$ cat src/rtl/types.sv
// Shared types and geometry constants for the instruction cache.
package types;

   typedef enum logic [1:0] {
      IDLE,
      LOOKUP,
      FILL
   } imem_cache_state_t;

   localparam int unsigned IMEM_LINE_BEATS  = 4;
   localparam int unsigned IMEM_PMEM_WIDTH  = 64;
   localparam int unsigned IMEM_LINE_BITS   = 256;
   localparam int unsigned IMEM_OFFSET_BITS = 5;
   localparam int unsigned IMEM_BEAT_BITS   = $clog2(IMEM_LINE_BEATS);

endpackage

$ cat src/rtl/imem_cache_array.sv
// Data and tag storage: one 256-bit line plus tag per set, beat-wide synchronous
// writes and combinational reads. Contents are intentionally not reset.
module imem_cache_array
   import types::*;
#(
   parameter int unsigned NUM_SETS = 16,
   parameter int unsigned IDX_W    = $clog2(NUM_SETS),
   parameter int unsigned TAG_W    = 27 - IDX_W
) (
   input  logic                       clk,
   input  logic                       we,
   input  logic [IDX_W-1:0]           index,
   input  logic [IMEM_BEAT_BITS-1:0]  beat,
   input  logic [IMEM_PMEM_WIDTH-1:0] wdata,
   input  logic [TAG_W-1:0]           wtag,
   output logic [IMEM_LINE_BITS-1:0]  rline,
   output logic [TAG_W-1:0]           rtag
);

   logic [IMEM_LINE_BITS-1:0] data_q [NUM_SETS];
   logic [TAG_W-1:0]          tag_q  [NUM_SETS];

   always_ff @(posedge clk) begin
      if (we) begin
         data_q[index][{beat, 6'b0} +: IMEM_PMEM_WIDTH] <= wdata;
         tag_q[index]                                   <= wtag;
      end
   end

   assign rline = data_q[index];
   assign rtag  = tag_q[index];

endmodule

$ cat src/rtl/imem_cache.sv
// Direct-mapped read-only instruction cache with 4-beat burst line fill.
// Define IMEM_CACHE_PERF_EN to add saturating hit_count / miss_count outputs.
module imem_cache
   import types::*;
#(
   parameter int unsigned NUM_SETS = 16
) (
   input  logic                       clk,
   input  logic                       rst_n,
   input  logic                       imem_read,
   input  logic [31:0]                imem_address,
   output logic                       imem_resp,
   output logic [31:0]                imem_rdata,
   input  logic                       flush,
   output logic                       pmem_read,
   output logic [31:0]                pmem_address,
   input  logic [IMEM_PMEM_WIDTH-1:0] pmem_rdata,
   input  logic                       pmem_resp
`ifdef IMEM_CACHE_PERF_EN
   ,
   output logic [31:0]                hit_count,
   output logic [31:0]                miss_count
`endif
);

   localparam int unsigned IDX_W = $clog2(NUM_SETS);
   localparam int unsigned TAG_W = 27 - IDX_W;

   imem_cache_state_t         state_q, state_d;
   logic [31:2]               req_addr_q, req_addr_d;
   logic [NUM_SETS-1:0]       valid_q, valid_d;
   logic [IMEM_BEAT_BITS-1:0] beat_q, beat_d;
   logic                      fill_flush_q, fill_flush_d;

   logic [IDX_W-1:0]          idx;
   logic [TAG_W-1:0]          tag;
   logic [IMEM_LINE_BITS-1:0] rline;
   logic [TAG_W-1:0]          rtag;
   logic                      hit;
   logic                      we;
   logic                      unused_addr;

   assign unused_addr = ^imem_address[1:0];

   assign idx = req_addr_q[IMEM_OFFSET_BITS +: IDX_W];
   assign tag = req_addr_q[31 -: TAG_W];
   assign hit = (state_q == LOOKUP) && valid_q[idx] && (rtag == tag);
   assign we  = (state_q == FILL) && pmem_resp;

   imem_cache_array #(
      .NUM_SETS (NUM_SETS),
      .IDX_W    (IDX_W),
      .TAG_W    (TAG_W)
   ) u_array (
      .clk   (clk),
      .we    (we),
      .index (idx),
      .beat  (beat_q),
      .wdata (pmem_rdata),
      .wtag  (tag),
      .rline (rline),
      .rtag  (rtag)
   );

   always_comb begin
      state_d      = state_q;
      req_addr_d   = req_addr_q;
      valid_d      = valid_q;
      beat_d       = beat_q;
      fill_flush_d = fill_flush_q;
      unique case (state_q)
         IDLE: begin
            if (imem_read) begin
               req_addr_d = imem_address[31:2];
               state_d    = LOOKUP;
            end
         end
         LOOKUP: begin
            if (hit) begin
               if (imem_read) begin
                  req_addr_d = imem_address[31:2];
               end else begin
                  state_d = IDLE;
               end
            end else begin
               state_d      = FILL;
               fill_flush_d = 1'b0;
            end
         end
         FILL: begin
            // A flush anywhere in the fill must keep this line invalid.
            if (flush) begin
               fill_flush_d = 1'b1;
            end
            if (pmem_resp) begin
               beat_d = beat_q + 1'b1;
               if (beat_q == IMEM_BEAT_BITS'(IMEM_LINE_BEATS - 1)) begin
                  beat_d  = '0;
                  state_d = LOOKUP;
                  if (!flush && !fill_flush_q) begin
                     valid_d[idx] = 1'b1;
                  end
               end
            end
         end
         default: state_d = IDLE;
      endcase
      if (flush) begin
         valid_d = '0;
      end
   end

   always_ff @(posedge clk or negedge rst_n) begin
      if (!rst_n) begin
         state_q      <= IDLE;
         req_addr_q   <= '0;
         valid_q      <= '0;
         beat_q       <= '0;
         fill_flush_q <= 1'b0;
      end else begin
         state_q      <= state_d;
         req_addr_q   <= req_addr_d;
         valid_q      <= valid_d;
         beat_q       <= beat_d;
         fill_flush_q <= fill_flush_d;
      end
   end

   assign imem_resp    = hit;
   assign imem_rdata   = hit ? rline[{req_addr_q[4:2], 5'b0} +: 32] : '0;
   assign pmem_read    = (state_q == FILL);
   assign pmem_address = pmem_read ? {req_addr_q[31:5], 5'b0} : '0;

`ifdef IMEM_CACHE_PERF_EN
   logic [31:0] hit_cnt_q, miss_cnt_q;

   always_ff @(posedge clk or negedge rst_n) begin
      if (!rst_n) begin
         hit_cnt_q  <= '0;
         miss_cnt_q <= '0;
      end else begin
         if (hit && (hit_cnt_q != '1)) begin
            hit_cnt_q <= hit_cnt_q + 32'd1;
         end
         if ((state_q == LOOKUP) && !hit && (miss_cnt_q != '1)) begin
            miss_cnt_q <= miss_cnt_q + 32'd1;
         end
      end
   end

   assign hit_count  = hit_cnt_q;
   assign miss_count = miss_cnt_q;
`endif

endmodule
$ cat config.mk
export PLATFORM = sky130hd
export DESIGN_NAME = imem_cache
export DESIGN_NICKNAME = d
export VERILOG_FILES = /design/src/rtl/types.sv /design/src/rtl/imem_cache_array.sv /design/src/rtl/imem_cache.sv
export SDC_FILE = /design/constraint.sdc
export NUM_CORES = 2
export LEC_CHECK = 0
export CAP_MARGIN = 20
export CORE_MARGIN = 2
export CORE_UTILIZATION = 30
export CTS_CLUSTER_SIZE = 20
export DETAILED_ROUTE_END_ITERATION = 6
export HOLD_SLACK_MARGIN = 0.02
export PLACE_DENSITY = 0.43
export SKIP_LAST_GASP = 1
export SLEW_MARGIN = 20
export SYNTH_ARGS = -nofsm -noshare
export SYNTH_HDL_FRONTEND = slang
export SYNTH_MEMORY_MAX_BITS = 65536
export SYNTH_SLANG_ARGS = --single-unit
export TNS_END_PERCENT = 30
$ cat constraint.sdc
create_clock -name clk -period 6.1 [get_ports clk]
set_clock_uncertainty 0.2 [all_clocks]
set_input_delay 1.83 -clock clk [delete_from_list [all_inputs] [get_ports clk]]
set_output_delay 1.83 -clock clk [all_outputs]
set_load 0.03 [all_outputs]
# Yosys cells after proc, flatten, opt, wreduce, memory -nomap -nowiden
# Memory sizes are Yosys's and may differ from the RTL's.
# Index checks and enable logic that the tools add are counted.
[classes]
bitwise = 1
reduce_logical = 19
order_cmp = 2
shift = 3
n_addsub = 2
eq_ne = 11
mux = 27
[ops]
columns = ["op", "n"]
rows = [
  ["256-bit 2-to-1 mux", 1],
  ["64-bit by 10-bit variable shift with 256-bit output (first input constant)", 1],
  ["256-bit by 9-bit variable part select with 32-bit output", 1],
  ["64-bit by 10-bit variable part select with 256-bit output", 1],
  ["16-bit 2-to-1 mux", 5],
  ["32-bit 2-to-1 mux", 2],
  ["30-bit 2-to-1 mux", 2],
  ["30-bit case mux with 2 select lines", 1],
  ["23-bit equality test", 1],
  ["16-bit OR", 1],
  ["2-bit 2-to-1 mux", 6],
  ["2-bit nonzero test", 6],
  ["8-bit negation with 10-bit output", 1],
  ["2-bit != test (second input constant)", 4],
  ["4-bit AND reduction", 2],
  ["1-bit 2-to-1 mux", 6],
  ["2-bit case mux with 3 select lines", 1],
  ["1-bit logical AND", 5],
  ["4-bit by 5-bit less-than comparator with 1-bit output (second input constant)", 1],
  ["1-bit binary-select mux with 4-bit select", 1],
  ["1-bit demux with 4-bit select", 1],
  ["2-bit equality test (second input constant)", 2],
  ["4-bit by 1-bit greater-or-equal comparator with 1-bit output (second input constant)", 1],
  ["2-bit by 1-bit != test with 1-bit output (second input constant)", 2],
  ["8 further kinds", 10],
]
[word_totals]
register_bits = 51
ramBits = 4464
input_bits = 101
elab_cells = 72
n_memories = 2
[memory_table]
columns = ["memory", "depth", "width", "rd", "rd_clocked_by_memory_dff", "write_ports", "line_no", "source"]
rows = [
  ["u_array.data_q", 16, 256, 1, 0, 1, "imem_cache_array.sv:20", "logic [IMEM_LINE_BITS-1:0] data_q [NUM_SETS];"],
  ["u_array.tag_q", 16, 23, 1, 0, 1, "imem_cache_array.sv:21", "logic [TAG_W-1:0] tag_q [NUM_SETS];"],
]

# Depth between registers and ports, before layout
[logic_depth]
ltp_word = 10
mapped_depth = 15

# Modules after synthesis
# A second synthesis with hierarchy kept.
[hier_totals]
cells_unflattened = 7633
hier_area_um2 = 173402.6
[by_module_without_submodules]
columns = ["mod", "seq_area_each_um2", "area_each_um2", "cells_each", "n_inst"]
rows = [
  ["imem_cache_array", 134048.6, 168490.3, 7178, 1],
  ["imem_cache", 1276.2, 4912.2, 455, 1],
]

# Worst setup path after synthesis
# No wires, ideal clock.
[synth_timing]
kind = "in2reg"
startpoint = "input pmem_resp"
endpoint = "memory u_array.data_q[1][0] (enable)"
setup_slack_ns = -0.309
required_time_ns = 5.472
arrival_time_ns = 5.781
setup_ns = 0.428
stages = 5
cell_sequence = "and3_1 clkbuf_1 nand2_1 nor3_1 and2_1"
[synth_via]
elab_chain_cells = 3
[synth_lines]
columns = ["element", "line_no", "source"]
rows = [
  ["start: declaration", "imem_cache.sv:18", "input logic pmem_resp"],
  ["1-bit logical AND", "imem_cache.sv:48", "assign we = (state_q == FILL) && pmem_resp;"],
  ["1-bit 2-to-1 mux", "imem_cache_array.sv:24", "if (we) begin"],
  ["256-bit 2-to-1 mux (not written as such)", "imem_cache_array.sv:25", "data_q[index][{beat, 6'b0} +: IMEM_PMEM_WIDTH] <= wdata;"],
  ["end: declaration", "imem_cache_array.sv:20", ""],
]
# No other way between the ends.

# Final worst setup path
[layout_timing]
startpoint = "register req_addr_q[6] in the netlist's numbering"
endpoint = "output imem_rdata[29]"
[layout_via]
elab_chain_cells = 5
word_cells_on_any_way = 9
cone_classes = "eq/ne (1); shift (1); mux (3); reduce/logical (2); memory (2)"
[layout_lines]
columns = ["element", "line_no", "source"]
rows = [
  ["start: declaration", "imem_cache.sv:30", "logic [31:2] req_addr_q, req_addr_d;"],
  ["start signal: assignment", "imem_cache.sv:122", "req_addr_q <= req_addr_d;"],
  ["parallel branches: the longest is 4 deep, another holds memory 16 x 256 bit", "n/a", ""],
  ["32-bit 2-to-1 mux (*)", "imem_cache.sv:130", "assign imem_rdata = hit ? rline[{req_addr_q[4:2], 5'b0} +: 32] : '0;"],
  ["end: declaration", "imem_cache.sv:13", "output logic [31:0] imem_rdata,"],
]
# Mark *: on every way between the ends. The select of a mux whose other input is x is not followed.

==> results_dict.tcl <==
set metrics [dict create \
    post-route-period-util 1.16 \
    fill_cells 53300 \
    timing.max_cap.violations 0 \
    num_rows 280 \
    worstReg2RegStart "req_addr_q[5]" \
    switching_share 0.313 \
    ys.flop_type "edfxtp_1" \
    crit_path_top_delay_cell "mux4_2" \
    synth_cells 7269 \
    p_int_uw 66300 \
    ys_async_sr_fraction 0.0113 \
    critPathMaxStageDelay_ns 0.59 \
    synthXorXnorAreaFrac 0.000952 \
    synth_top_area_frac 0.767 \
    start_kind "flop" \
    drt-total-wl_mm 546 \
    syn2layout_area_growth_pct 19.1 \
    final_common_cell "edfxtp_1" \
    port_buffers 159 \
    max_freq_ghz 0.141 \
    drt-pass1-iter-count 5 \
    die_w_um 767 \
    cts_buffers 484 \
    core_area_sq_mm 0.581 \
    rsz0062_at_grt "yes" \
    avgSynthCellArea_sq_um 24.1 \
    synth_enable_flop_cells 4464 \
    critPathMaxFanout 43 \
    reg2regPathDepth 15 \
    netlist-cell-type-count 61 \
    rr_endpoint "req_addr_q[6]" \
    cts_hold_buf 0 \
    power.clock.fraction 0.294 \
    ant_nets 0 \
    yosys.area_share.adder 0.000286 \
    pwr_density_cell_mw_per_mm2 463 \
    worstPathRequired_ns 4.07 \
    combPwrFrac 0.315 \
    fin_util 0.358 \
    ios 167 \
    dp_slack_ns -0.720 \
    seq_area_frac_synth 0.774 \
    crit_end "imem_rdata[29]" \
    tightestPinTransition_ns 1.16 \
    criticalPathCategory "reg2out" \
    dp_hpwl_mm 309 \
    grtUsageTotal 0.181 \
    status "complete, but fails checks" \
    cts.reportedPaths.clkPinSlew_ns 0.06 \
    synth_top_family_by_area "multiplexers" \
    nNetsFinal 8179 \
    muxShareOfSynthArea 0.190 \
    path_buf_inv 6 \
    cts_root_buf "clkbuf_16" \
    syn_area_sq_mm 0.175 \
    max-slew-margin-rel 0.226 \
    hold_ws_ns 0.294 \
    overflow 0 \
    clk_latency_ns 0.99 \
    place_area_sq_mm 0.191 \
    drive_above_1_share 0.335 \
    synth_top_area_cell "edfxtp_1" \
    slew_viol_final 0 \
    synth_seq_cells 4515 \
    die_area_sq_mm 0.589 \
    drt_iter0_drc 8667 \
    routedWlPerCell_um 33.5 \
    crit_path_start "req_addr_q[6]" \
    synth.area.top_cells "edfxtp_1, mux4_2, and2_1" \
    switching_power_uw 30200 \
    ys_warn_count 0 \
    clock_path_buffers 4 \
    synth-simple-area-share 0.0185 \
    power.leakage_uw 0.0658 \
    layout_common_cells "edfxtp_1, mux4_2, clkbuf_16" \
    finalSetupViolations 33 \
    initial_core_util 0.301 \
    critPathCaptureType "primary output" \
    drc 0 \
    clkSinkCount 4515 \
    synth_compound_area_frac 0.00595 \
    seqPwrFrac 0.391 \
    cp.depth 11 \
    grt_max_degree 110 \
    grt_pass1_vias 86200 \
    ctsHtreeMaxLevel 5 \
    hold_violations 0 \
    crit_chain "buf_12 > buf_16 > buf_12 > buf_16 > mux4_2 > mux4_2 > mux4_2 > mux2i_2 > buf_4 > nor2_4 > buf_12" \
    layout_setup_ws_ns -0.982 \
    layout_min_cycle_time_ns 7.08 \
    cts_tree "built" \
    tns_ns -30.29 \
    ir_worst_vdd_v 0.000384 \
    gp_congestion 0.754 \
    dieHeight_um 767 \
    design_area_sq_mm 0.208 \
    r2r_slack_ns 1.30 \
    violations "setup timing" \
    via_per_inst 5.13 \
    hold_path_class "reg2reg" \
    critPathTopFamily "multiplexers" \
    worstPathArrival_ns 5.05 \
    vias 83600 \
    grt_first_pass_wirelength_mm 740 \
    antenna_found_initial 85 \
]
==> synth_stat cells, drive strengths merged (5+ instances only) <==
master / number
xor2: 7
a22oi: 12
inv: 22
nor2: 133
a31oi: 37
nand2: 83
xnor2: 12
nand3: 9
nor3: 22
and3: 17
dfrtp: 51
buf: 169
mux2i: 92
a21oi: 30
mux4: 1431
o21ai: 35
mux2: 5
edfxtp: 4464
and2: 324
clkbuf: 243
a22o: 5
nor2b: 5
==> worst min-delay path, cell delays in order (launching register included) <==
cell	delay, ns
dfrtp_1	0.34
a21oi_1	0.04
nor2_1	0.07
==> state kept, by name, summed over array words and instances (netlist names) <==
signal	count
req_addr_q	30
beat_q	2
u_array.tag_q	368
fill_flush_q	1
valid_q	16
u_array.data_q	4096
state_q	2
==> layer usage <==
layer	global-route usage	vias to the layer above	share of wire
li1	-	33000	-
met1	0.252	47200	0.43
met2	0.302	2820	0.49
met3	0.0299	622	0.067
met4	0.0321	0	0.018
met5	0	-	0
==> final cells by class <==
class / instances / area (sq um) / area share
clock buffers: 598 / 12600 / 0.0607
well taps: 7755 / 9700 / 0.0466
clock inverters: 290 / 2510 / 0.0120
multi-input cells: 2324 / 38400 / 0.184
flip-flops and latches: 4515 / 135000 / 0.650
diodes: 72 / 180 / 0.000865
repair buffers: 727 / 9350 / 0.0449
inverters: 22 / 90.1 / 0.000433
==> kinds of logic (layout without fill, tap and decap cells) <==
logic type                 Yosys count  count (layout)
and+or+nand+nor                    608             608
xor gates and xnor gates            19              19
muxes                             1528            1528
buffers and inverters              434            1637
other                                1              77
AOI/OAI and AO/OA                  160             160
DFF                               4515            4515
adders and majority gates            4               4
==> repair_timing <==
action | CTS | global route
pin swaps | 4 | 25
gates cloned | 13 | 7
setup buffers | 15 | 5
resized for setup | 77 | 57
setup endpoints to repair | 33 | 33
==> metrics by stage <==
stage,power (uW),cells
after floorplan,54900,7273
after global routing,100000,16300
final,96500,16300
after CTS,97500,16200
after global placement,67800,15300
after detailed placement,68200,15300
==> power groups by stage <==
stage,Combinational (uW),Sequential (uW),Clock [uW]
2_1_floorplan,16800,38200,0
3_3_place_gp,29300,38500,0
3_5_place_dp,29800,38400,0
4_1_cts,30800,37700,29000
5_1_grt,32100,37700,30200
6_report,30400,37700,28400
==> how the worst min path moves through the flow <==
stage | from | endpoint | slack, ns | cells past startpoint
finish | valid_q[11] | valid_q[11] | 0.29 | 2
global route | valid_q[11] | valid_q[11] | 0.32 | 2
CTS | valid_q[11] | valid_q[11] | 0.30 | 2
detailed placement | valid_q[11] | valid_q[11] | 0.28 | 2
global placement | valid_q[9] | valid_q[9] | 0.28 | 2
floorplan | valid_q[12] | valid_q[12] | 0.26 | 2
Power figures use the tool's default switching activity.
